--- config.mk ---
export PLATFORM = sky130hd
export DESIGN_NAME = shervi_run_ctrl
export DESIGN_NICKNAME = d
export VERILOG_FILES = /design/src/rtl/shervi_run_ctrl.sv
export SDC_FILE = /design/constraint.sdc
export NUM_CORES = 1
export LEC_CHECK = 0
export ABC_AREA = 1
export BUFFER_PORTS_ARGS = -buffer_cell sky130_fd_sc_hd__buf_4
export CORE_ASPECT_RATIO = 0.5
export CORE_MARGIN = 8
export CORE_UTILIZATION = 58
export DETAILED_ROUTE_END_ITERATION = 10
export PLACE_DENSITY = 0.81
export SYNTH_ARGS = -nofsm -noshare
export SYNTH_HDL_FRONTEND = slang
export SYNTH_SLANG_ARGS = --single-unit
--- constraint.sdc ---
create_clock -name CLK -period 3.8 [get_ports CLK]
set_input_delay 0.19 -clock CLK [delete_from_list [all_inputs] [get_ports CLK]]
set_output_delay 0.19 -clock CLK [all_outputs]
set_load 0.01 [all_outputs]
--- src/rtl/shervi_run_ctrl.sv ---
// Run controller for the SHER VI core: accepts an argument, pulses core reset,
// times the run until stop or budget expiry, and returns the result.
module shervi_run_ctrl #(
  parameter int unsigned           DATA_WIDTH = 16,
  parameter int unsigned           CNT_WIDTH  = 24,
  parameter logic [CNT_WIDTH-1:0]  MAX_CYCLES = 24'd1000000,
  parameter int unsigned           RST_CYCLES = 2
) (
  input  logic                  CLK,
  input  logic                  reset,
  input  logic                  req_valid,
  output logic                  req_ready,
  input  logic [DATA_WIDTH-1:0] req_arg,
  output logic [DATA_WIDTH-1:0] core_arg,
  output logic                  core_reset,
  input  logic [DATA_WIDTH-1:0] core_return,
  input  logic                  core_stop,
  output logic                  rsp_valid,
  input  logic                  rsp_ready,
  output logic [DATA_WIDTH-1:0] rsp_return,
  output logic [CNT_WIDTH-1:0]  rsp_cycles,
  output logic                  rsp_timeout,
  output logic                  busy
);

  typedef enum logic [1:0] {IDLE, HOLD, RUN, DONE} state_e;

  localparam int unsigned          HW        = (RST_CYCLES > 1) ? $clog2(RST_CYCLES) : 1;
  localparam logic [HW-1:0]        HOLD_LAST = HW'(RST_CYCLES - 1);
  localparam logic [CNT_WIDTH-1:0] CNT_LAST  = MAX_CYCLES - CNT_WIDTH'(1);

  state_e                  state_q, state_d;
  logic [HW-1:0]           hold_q, hold_d;
  logic [CNT_WIDTH-1:0]    cnt_q, cnt_d;
  logic [DATA_WIDTH-1:0]   arg_q, arg_d;
  logic [DATA_WIDTH-1:0]   ret_q, ret_d;
  logic [CNT_WIDTH-1:0]    cyc_q, cyc_d;
  logic                    to_q, to_d;

  always_ff @(posedge CLK or negedge reset) begin
    if (!reset) begin
      state_q <= IDLE;
      hold_q  <= '0;
      cnt_q   <= '0;
      arg_q   <= '0;
      ret_q   <= '0;
      cyc_q   <= '0;
      to_q    <= 1'b0;
    end else begin
      state_q <= state_d;
      hold_q  <= hold_d;
      cnt_q   <= cnt_d;
      arg_q   <= arg_d;
      ret_q   <= ret_d;
      cyc_q   <= cyc_d;
      to_q    <= to_d;
    end
  end

  always_comb begin
    state_d = state_q;
    hold_d  = hold_q;
    cnt_d   = cnt_q;
    arg_d   = arg_q;
    ret_d   = ret_q;
    cyc_d   = cyc_q;
    to_d    = to_q;
    unique case (state_q)
      IDLE: begin
        if (req_valid) begin
          arg_d   = req_arg;
          hold_d  = '0;
          state_d = HOLD;
        end
      end
      HOLD: begin
        if (hold_q == HOLD_LAST) begin
          cnt_d   = '0;
          state_d = RUN;
        end else begin
          hold_d = hold_q + HW'(1);
        end
      end
      RUN: begin
        // stop takes priority, so a stop in the last budget cycle reports MAX_CYCLES untimed-out
        if (core_stop) begin
          ret_d   = core_return;
          cyc_d   = cnt_q + CNT_WIDTH'(1);
          to_d    = 1'b0;
          state_d = DONE;
        end else if (cnt_q == CNT_LAST) begin
          ret_d   = core_return;
          cyc_d   = MAX_CYCLES;
          to_d    = 1'b1;
          state_d = DONE;
        end else begin
          cnt_d = cnt_q + CNT_WIDTH'(1);
        end
      end
      DONE: begin
        if (rsp_ready) state_d = IDLE;
      end
      default: state_d = IDLE;
    endcase
  end

  assign req_ready   = (state_q == IDLE);
  assign rsp_valid   = (state_q == DONE);
  assign busy        = (state_q != IDLE);
  assign core_reset  = (state_q != RUN);
  assign core_arg    = arg_q;
  assign rsp_return  = ret_q;
  assign rsp_cycles  = cyc_q;
  assign rsp_timeout = to_q;

endmodule

==> impl_metrics.json <==
{
  "cts_hold_buf": 0,
  "tightest_slew_ns": 1.06,
  "place_worst_setup_slack_ns": 1.05,
  "drc_errors": 0,
  "antenna_found_initial": 0,
  "htreeDepth": 3,
  "synth_cells": 543,
  "async_reset_ff_frac": 1.00,
  "num_antenna_cells": 0,
  "cts_buffers": 9,
  "core_area_sq_mm": 0.00718,
  "p_leak_uw": 0.00283,
  "drt_iter0_markers": 214,
  "ant_nets": 0,
  "post_cts_buffers": 0,
  "detailed_place_hpwl_microns": 7100,
  "die_area_sq_mm": 0.0104,
  "slew_viol_final": 0,
  "vias": 3622,
  "vias_per_cell": 4.92,
  "syn_nets": 585,
  "timing.final.ws_setup_ns": 1.04,
  "grt_remaining_overflow": 0,
  "finalSetupTns_ns": 0,
  "p_sw_uw": 1160,
  "vdd_drop_max_uv": 432,
  "critPathKind": "register to register",
  "initial_core_util": 0.588,
  "power_density_mw_per_mm2": 629,
  "max_freq_mhz": 362,
  "synth_warnings": 0,
  "ioPinCount": 98,
  "cts_resized": 0,
  "seqCellArea_sq_mm": 0.00210,
  "pwr-share-seq": 0.388,
  "setup_viol": 0,
  "power_frac_clock": 0.239,
  "clk_pin_slew_ns": 0.06,
  "status": "complete, no violations",
  "end_kind": "register",
  "routed_wl_microns": 9610,
  "drive_above_1_share": 0.219,
  "synth_edf_count": 0,
  "io_buffers": 97,
  "hp-class": "primary input to asynchronous set/reset pin",
  "swShare": 0.353,
  "nFillCells": 584,
  "synth_largest_area_cell": "dfrtp_1",
  "cp_data_required_time_ns": 4.08,
  "combPwrFrac": 0.372,
  "fin_skew_ns": 0.00737,
  "avgSynthCellArea_sq_um": 7.78,
  "cap_violations": 0,
  "ys_types": 32,
  "grt_util_all_layers": 0.197,
  "layout.nets": 678,
  "synth-seq-area-share": 0.498,
  "grt_max_degree": 85,
  "grt_pass1_wl_microns": 16600,
  "synth_top_area_share": 0.498,
  "rsz0062_at_grt": "no",
  "dr.pass1.iters": 4,
  "fin_util": 0.727,
  "finalCriticalPeriod_ns": 2.76,
  "cp-start-kind": "register",
  "final_hold_viol_count": 0,
  "multi_input_area_sq_mm": 0.00184,
  "critPathMaxFanout": 17,
  "period_share": 0.727,
  "critPathArrivalTime_ns": 3.04,
  "slew_headroom": 0.292,
  "insertion_delay_ns": 0.34,
  "gp_congestion": 0.921,
  "cts_root_buffer": "clkbuf_16",
  "power.internal_uw": 2120,
  "cts.sinks": 84,
  "rows": 22,
  "ys.flop_type": "dfrtp_1",
  "die_h_microns": 76.3,
  "grt_pass1_vias": 3644,
  "clock_path_buffers": 2,
  "cts_tree": "yes",
  "netlist_top_cells_area": "dfrtp_1 (50%), nand2_1 (23%), nand3_1 (4.1%), inv_1 (3.8%), nor2_1 (3.7%)",
  "synth-seq-cells": 84,
  "dieWidth_microns": 137,
  "area_delta_synth_final_pct": 23.7,
  "wl_per_cell_microns": 13.1,
  "syn_area_sq_mm": 0.00422
}
-- flip-flops by register name, summed over array words and instances, names as in the netlist --
signal	flops
state_q	2
rsp_timeout	1
core_arg	16
rsp_cycles	24
cnt_q	24
hold_q	1
rsp_return	16
-- final timing paths --
check	start	to	slack [ns]	depth (start not counted)
hold / removal	reset	core_arg[0]	0.02	1
max in group asynchronous	reset	rsp_cycles[11]	3.12	1
hold reg to reg	rsp_cycles[10]	rsp_cycles[10]	0.47	2
min in group CLK	req_arg[15]	core_arg[15]	0.05	3
setup / recovery	state_q[0]	cnt_q[2]	1.04	9
setup reg to reg	state_q[0]	cnt_q[2]	1.04	9
-- area by class of cell --
class,count,area share
Inverter,44,0.0316
Sequential cell,84,0.402
Clock inverter,2,0.00192
Clock buffer,13,0.0498
Tap cell,96,0.0230
Multi-Input combinational cell,400,0.352
Timing Repair Buffer,97,0.139
-- synth_stat cells (4+ instances only) --
cell type,instances
clkbuf_1,4
dfrtp_1,84
ha_1,5
inv_1,43
nand2_1,254
nand2_2,10
nand3_1,35
nand3b_1,6
nor2_1,42
o21ai_0,9
o21ai_2,6
xor2_1,8
-- power by group through the flow --
stage / sequential, uW / clock [uW] / combinational, uW
2_1_floorplan: 1380 / 0 / 672
3_3_place_gp: 1280 / 0 / 1220
3_5_place_dp: 1280 / 0 / 1250
4_1_cts: 1280 / 807 / 1250
5_1_grt: 1310 / 837 / 1380
6_report: 1280 / 787 / 1220
-- layer usage --
metal	vias to the layer above	global-route usage	wire, microns	part of all wire
li1	1855	-	-	-
met1	1662	0.248	4380	0.46
met2	92	0.304	4310	0.45
met3	13	0.0816	796	0.083
met4	0	0.0555	121	0.013
met5	-	0	0	0
-- logic make-up (layout without fill, tap and decap cells) --
family	Yosys count	count (layout)	synth area share
compound gates	20	20	0.0296
xor+xnor	11	11	0.0228
fa+ha+maj	5	5	0.0148
buf+inv	59	156	0.0670
flops	84	84	0.498
simple gates	364	364	0.368
-- cells in the final DEF (no fill, tap or decap), drive strengths merged --
| master | instances |
|---|---|
| xor2 | 8 |
| a21oi | 1 |
| nor2 | 47 |
| nor3 | 2 |
| dfrtp | 84 |
| nand3 | 36 |
| clkinv | 2 |
| o21ai | 18 |
| a211oi | 1 |
| inv | 44 |
| buf | 97 |
| clkbuf | 13 |
| nand3b | 6 |
| xnor2 | 3 |
| nand4 | 3 |
| nand2 | 267 |
| or2 | 3 |
| ha | 5 |
-- critical path, stage by stage (launching register included) --
cell     delay, ns
dfrtp_1       0.38
inv_1         0.08
ha_1          0.35
nand2_4       0.24
inv_2         0.18
nor3_4        0.32
nand3_1       0.46
inv_1         0.50
nand2_1       0.11
nand2_1       0.08
-- metrics by stage --
stage	std cells	instance area, sq um	total power (uW)	hold WS (ns)
3_3_place_gp	721	4950	2500	0.384
3_5_place_dp	721	4950	2530	0.387
6_report	736	5220	3290	0.0188
2_1_floorplan	543	4220	2050	-0.106
4_1_cts	736	5220	3340	0.0346
5_1_grt	736	5220	3530	0.0436
No activity file was read; power rests on OpenSTA's default activity.
